## src/rtl/regfile_fifo_pkg.sv

```systemverilog
// regfile_fifo_pkg: shared constants and types for the register-file FIFO controller.
//   DATA_W   - register-file word width
//   ADDR_W   - register-file address width, DEPTH = 2**ADDR_W entries
//   AF_LEVEL - almost-full threshold (REGFILE_FIFO_ALMOST_FLAGS_EN builds only)
//   AE_LEVEL - almost-empty threshold (REGFILE_FIFO_ALMOST_FLAGS_EN builds only)
package regfile_fifo_pkg;

  localparam int unsigned DATA_W   = 4;
  localparam int unsigned ADDR_W   = 5;
  localparam int unsigned DEPTH    = 2 ** ADDR_W;
  localparam int unsigned AF_LEVEL = 28;
  localparam int unsigned AE_LEVEL = 4;

  typedef logic [ADDR_W-1:0] rf_addr_t;
  typedef logic [DATA_W-1:0] rf_data_t;
  typedef logic [ADDR_W:0]   fifo_cnt_t;

endpackage : regfile_fifo_pkg

```

## src/rtl/regfile_fifo_ctrl_ptr.sv

```systemverilog
// regfile_fifo_ptr: wrap-around register-file pointer.
// Ports:
//   clk_i  - clock
//   rst_i  - synchronous active-high reset, returns pointer to 0
//   inc_i  - advance pointer by one on the rising edge
//   ptr_o  - current pointer value (wraps modulo DEPTH)
import regfile_fifo_pkg::*;

module regfile_fifo_ptr (
  input  logic     clk_i,
  input  logic     rst_i,
  input  logic     inc_i,
  output rf_addr_t ptr_o
);

  rf_addr_t ptr_q;
  rf_addr_t ptr_d;

  // Natural ADDR_W overflow gives the modulo-DEPTH wrap.
  always_comb begin
    ptr_d = ptr_q;
    if (inc_i) ptr_d = ptr_q + rf_addr_t'(1);
  end

  always_ff @(posedge clk_i) begin
    if (rst_i) ptr_q <= '0;
    else       ptr_q <= ptr_d;
  end

  assign ptr_o = ptr_q;

endmodule : regfile_fifo_ptr

```

## src/rtl/regfile_fifo_ctrl.sv

```systemverilog
// regfile_fifo_ctrl: drives a 32x4 register-file BEL as a first-word-fall-through FIFO.
// Optional macro REGFILE_FIFO_ALMOST_FLAGS_EN adds registered almost_full/almost_empty.
// Ports:
//   UserCLK   - clock shared with the register file
//   RST       - synchronous active-high reset
//   push      - write request,  push_data - word to enqueue
//   pop       - read request,   pop_data  - head word (valid while empty=0)
//   full      - DEPTH entries held, empty - no entries held
//   count     - occupancy 0..DEPTH
//   RF_D, RF_W_ADR, RF_W_en - register-file write port
//   RF_A_ADR, RF_AD         - register-file read port A (combinational read)
//   almost_full, almost_empty - threshold flags (macro builds only)
import regfile_fifo_pkg::*;

module regfile_fifo_ctrl (
  input  logic      UserCLK,
  input  logic      RST,
  input  logic      push,
  input  rf_data_t  push_data,
  output logic      full,
  input  logic      pop,
  output rf_data_t  pop_data,
  output logic      empty,
  output fifo_cnt_t count,
  output rf_data_t  RF_D,
  output rf_addr_t  RF_W_ADR,
  output logic      RF_W_en,
  output rf_addr_t  RF_A_ADR,
  input  rf_data_t  RF_AD
`ifdef REGFILE_FIFO_ALMOST_FLAGS_EN
  ,
  output logic      almost_full,
  output logic      almost_empty
`endif
);

  fifo_cnt_t count_q;
  fifo_cnt_t count_d;
  rf_addr_t  wr_ptr;
  rf_addr_t  rd_ptr;
  logic      push_ok;
  logic      pop_ok;

  // Flags decode straight from the count register so they are never stale.
  assign full  = (count_q == fifo_cnt_t'(DEPTH));
  assign empty = (count_q == '0);

  // A push into a full FIFO is legal when the same edge frees the head slot.
  assign pop_ok  = pop & ~empty;
  assign push_ok = push & (~full | pop_ok);

  // Occupancy update.
  always_comb begin
    count_d = count_q;
    unique case ({push_ok, pop_ok})
      2'b10:   count_d = count_q + fifo_cnt_t'(1);
      2'b01:   count_d = count_q - fifo_cnt_t'(1);
      default: count_d = count_q;
    endcase
  end

  always_ff @(posedge UserCLK) begin
    if (RST) count_q <= '0;
    else     count_q <= count_d;
  end

  regfile_fifo_ptr u_wr_ptr (
    .clk_i (UserCLK),
    .rst_i (RST),
    .inc_i (push_ok),
    .ptr_o (wr_ptr)
  );

  regfile_fifo_ptr u_rd_ptr (
    .clk_i (UserCLK),
    .rst_i (RST),
    .inc_i (pop_ok),
    .ptr_o (rd_ptr)
  );

  // Write port: the register file captures on the accepting edge; reset blocks the write.
  assign RF_D     = push_data;
  assign RF_W_ADR = wr_ptr;
  assign RF_W_en  = push_ok & ~RST;

  // Read port: combinational head-of-FIFO (FWFT).
  assign RF_A_ADR = rd_ptr;
  assign pop_data = RF_AD;

  assign count = count_q;

`ifdef REGFILE_FIFO_ALMOST_FLAGS_EN
  logic almost_full_q;
  logic almost_empty_q;

  // Computed from next-state count so the flags line up with count.
  always_ff @(posedge UserCLK) begin
    if (RST) begin
      almost_full_q  <= 1'b0;
      almost_empty_q <= 1'b1;
    end else begin
      almost_full_q  <= (count_d >= fifo_cnt_t'(AF_LEVEL));
      almost_empty_q <= (count_d <= fifo_cnt_t'(AE_LEVEL));
    end
  end

  assign almost_full  = almost_full_q;
  assign almost_empty = almost_empty_q;
`endif

endmodule : regfile_fifo_ctrl

```

## config.mk

```make
export PLATFORM = sky130hd
export DESIGN_NAME = regfile_fifo_ctrl
export DESIGN_NICKNAME = d
export VERILOG_FILES = /design/src/rtl/regfile_fifo_pkg.sv /design/src/rtl/regfile_fifo_ctrl_ptr.sv /design/src/rtl/regfile_fifo_ctrl.sv
export SDC_FILE = /design/constraint.sdc
export NUM_CORES = 1
export LEC_CHECK = 0
export ABC_AREA = 1
export CORE_MARGIN = 1
export CORE_UTILIZATION = 43
export CTS_CLUSTER_DIAMETER = 100
export CTS_CLUSTER_SIZE = 30
export DETAILED_ROUTE_END_ITERATION = 8
export PLACE_DENSITY = 0.78
export SYNTH_ARGS = -nofsm -noshare
export SYNTH_HDL_FRONTEND = slang
export SYNTH_SLANG_ARGS = --single-unit
```

## constraint.sdc

```tcl
create_clock -name UserCLK -period 2.2 [get_ports UserCLK]
set_input_delay 0.33 -clock UserCLK [delete_from_list [all_inputs] [get_ports UserCLK]]
set_output_delay 0.33 -clock UserCLK [all_outputs]
set_load 0.02 [all_outputs]
```

==> reports/metrics.yaml <==
maxSlewHeadroom_pct: 77.5
yosysUniqueCellTypes: 26
ys.flop_type: "dfxtp_1"
synthTopCellsByCount: "20 x nor2_1, 16 x dfxtp_1, 16 x nand2_1"
synth_nets: 156
syn_avg_cell_area_um2: 7.54
critPathRequiredTime_ns: 2.39
cts.htree.levels: 1
synth-adder-area-share_pct: 9.20
nNetsFinal: 183
fp.dieH_um: 51.0
fin_cells: 191
fill_cells: 211
cts_tree: "built"
yosys.area.top_type: "dfxtp_1"
drv_slew: 0
p_total_uw: 1420
cap_violations: 0
synthArstFlopShare_pct: 0
globalRouteTotalUtil_pct: 18.3
rsz0062_at_grt: "true"
timing.hold.ws_ns: 0.506
synth-seq-cells: 16
max_freq_mhz: 472
core_um2: 2230
cts_root_buffer: "clkbuf_4"
leakage_uw: 0.000612
num_antenna_cells: 0
final_layout_size_suffix_gt1_share_pct: 22.7
antenna_found_initial: 0
power.density_nw_per_um2: 1020
rows: 17
portBuffers: 22
ir_worst_vdd_v: 0.000696
postPlaceCellArea_um2: 1260
io_pins: 39
setup_viol: 0
outcome: "completed"
muxShareOfSynthArea_pct: 0
finalClockSkew_ns: 0.000854
worst_pin_slew_ns: 0.338
via_count: 978
synth_compound_area_share_pct: 9.69
place.gp.congestion: 0.930
crit_arrival_ns: 2.31
synth.area.top_cells: "dfxtp_1 31%, ha_1 7.3%, nor2_1 7.3%"
drt-total-wl_mm: 2.40
synth_top_cell_area_share_pct: 31.0
fin_crit_ns: 2.12
hpwl_mm: 1.68
drc: 0
cts_made_buffers: 3
synth_simple_gate_area_share_pct: 31.6
fp.dieW_um: 51.0
synth_cells: 137
yosys_warnings: 0
fp.dieArea_um2: 2600
area_growth_pct: 35.6
synthXorXnorAreaFrac_pct: 5.08
dp_cells: 183
grt_pass1_vias: 878
synth-edff-count: 0
grt_max_degree: 12
critPathMaxFanout: 5
synth_top_family_by_area: "simple AND/OR/NAND/NOR gates"
cts.sinks: 16
period_share_pct: 96.3
drtPass1Iterations: 4
synth.most_common_cell: "nor2_1"
endpoint_kind: "flop"
critPathKind: "flop to flop"
vias_per_cell: 5.12
ant_nets: 0
crit_path_start_kind: "flop"
drt-wirelength-per-cell_um: 12.6
utilization_pct: 62.7
hold_class: "flop to flop"
cts_buffer_depth: 2
synth_seq_area_share_pct: 31.0
seq_area_um2: 325
multiInputGateArea_um2: 638
grt_pass1_wl_mm: 3.57
cts_hold_buf: 0
post-route-cell-area_um2: 1400
initial_core_util_pct: 46.3
grt_overflow_total: 0
insertion_delay_ns: 0.29
drt_iter0_markers: 17
netlist_area_um2: 1030
clk_pin_slew_ns: 0.09
finalHoldViolCount: 0
stage by stage:
step                TNS, ns  worst slack (ns)
floorplan                 0             0.219
CTS                       0             0.112
global placement          0            0.0661
global route        -0.0948           -0.0757
detailed placement  -0.0177           -0.0177
finish                    0            0.0807
critical path, cell delays in order (launching register included):
cell        delay (ns)
dfxtp_2           0.38
nor2_4            0.15
nand3_2           0.11
nand2_4           0.12
inv_6             0.04
nand2_4           0.09
clkinvlp_4        0.20
ha_4              0.31
nand2_1           0.10
nand3_1           0.13
nand2_1           0.08
nand3_1           0.09
a21oi_1           0.16
nor2_1            0.06
final timing paths:
kind / from / end / slack (ns) / depth (start not counted)
worst min-delay path: u_wr_ptr.ptr_o[1]$_SDFFE_PP0P_ / u_wr_ptr.ptr_o[1]$_SDFFE_PP0P_ / 0.51 / 2
worst min register to register: u_wr_ptr.ptr_o[1]$_SDFFE_PP0P_ / u_wr_ptr.ptr_o[1]$_SDFFE_PP0P_ / 0.51 / 2
worst max-delay path: count[1]$_SDFFE_PP0P_ / count[5]$_SDFFE_PP0P_ / 0.08 / 13
worst max register to register: count[1]$_SDFFE_PP0P_ / count[5]$_SDFFE_PP0P_ / 0.08 / 13
layer usage:
layer	GRT usage (%)	vias to the layer above	part of all wire (%)
met5	0	-	0
met4	6.94	0	1.4
met3	6.25	4	5.5
met2	32.7	34	51
met1	19.5	454	42
li1	-	486	-
kinds of logic after synthesis:
group | Yosys count
DFF | 16
AOI/OAI and AO/OA | 20
and+or+nand+nor | 62
xor gates and xnor gates | 6
buffers and inverters | 26
adders and majority gates | 7
state kept, by name (all words and copies together) (netlist names):
name and cells:
u_rd_ptr.ptr_o 5, count 6, u_wr_ptr.ptr_o 5
final cells by class:
type | instances | area share, %
Multi-Input combinational cell | 95 | 45.5
Tap cell | 28 | 2.50
Timing Repair Buffer | 31 | 20.6
Sequential cell | 16 | 23.2
Clock buffer | 4 | 2.59
Inverter | 17 | 5.54
where the power goes:
| part | total [uW] | leakage, uW | internal, uW | switching, uW |
|---|---|---|---|---|
| Sequential | 432 | 0.000133 | 348 | 83.8 |
| Clock | 196 | 0.0000210 | 101 | 94.9 |
| Combinational | 795 | 0.000458 | 373 | 423 |
cell usage in the layout, fill, tap and decap left out, types with 2 or more instances in the layout:
cell type,synthesis,layout
clkdlybuf4s50_1,0,20
nor2_1,20,18
nand2_1,16,16
inv_1,14,13
nand3_1,13,13
dfxtp_1,16,12
a21oi_1,10,9
buf_4,8,9
o21ai_0,8,8
nand2_4,5,5
ha_4,0,4
dfxtp_2,0,4
xor2_1,3,3
xnor2_1,3,3
clkbuf_4,0,3
nor2_2,1,2
o21ai_1,2,2
ha_1,6,2
what timing repair did:
action,CTS,global route
cloned,0,0
setup endpoints to repair,1,1
setup buffers,0,4
pin swaps,0,3
gates resized for setup,1,15
(Power assumes the default switching activity.)
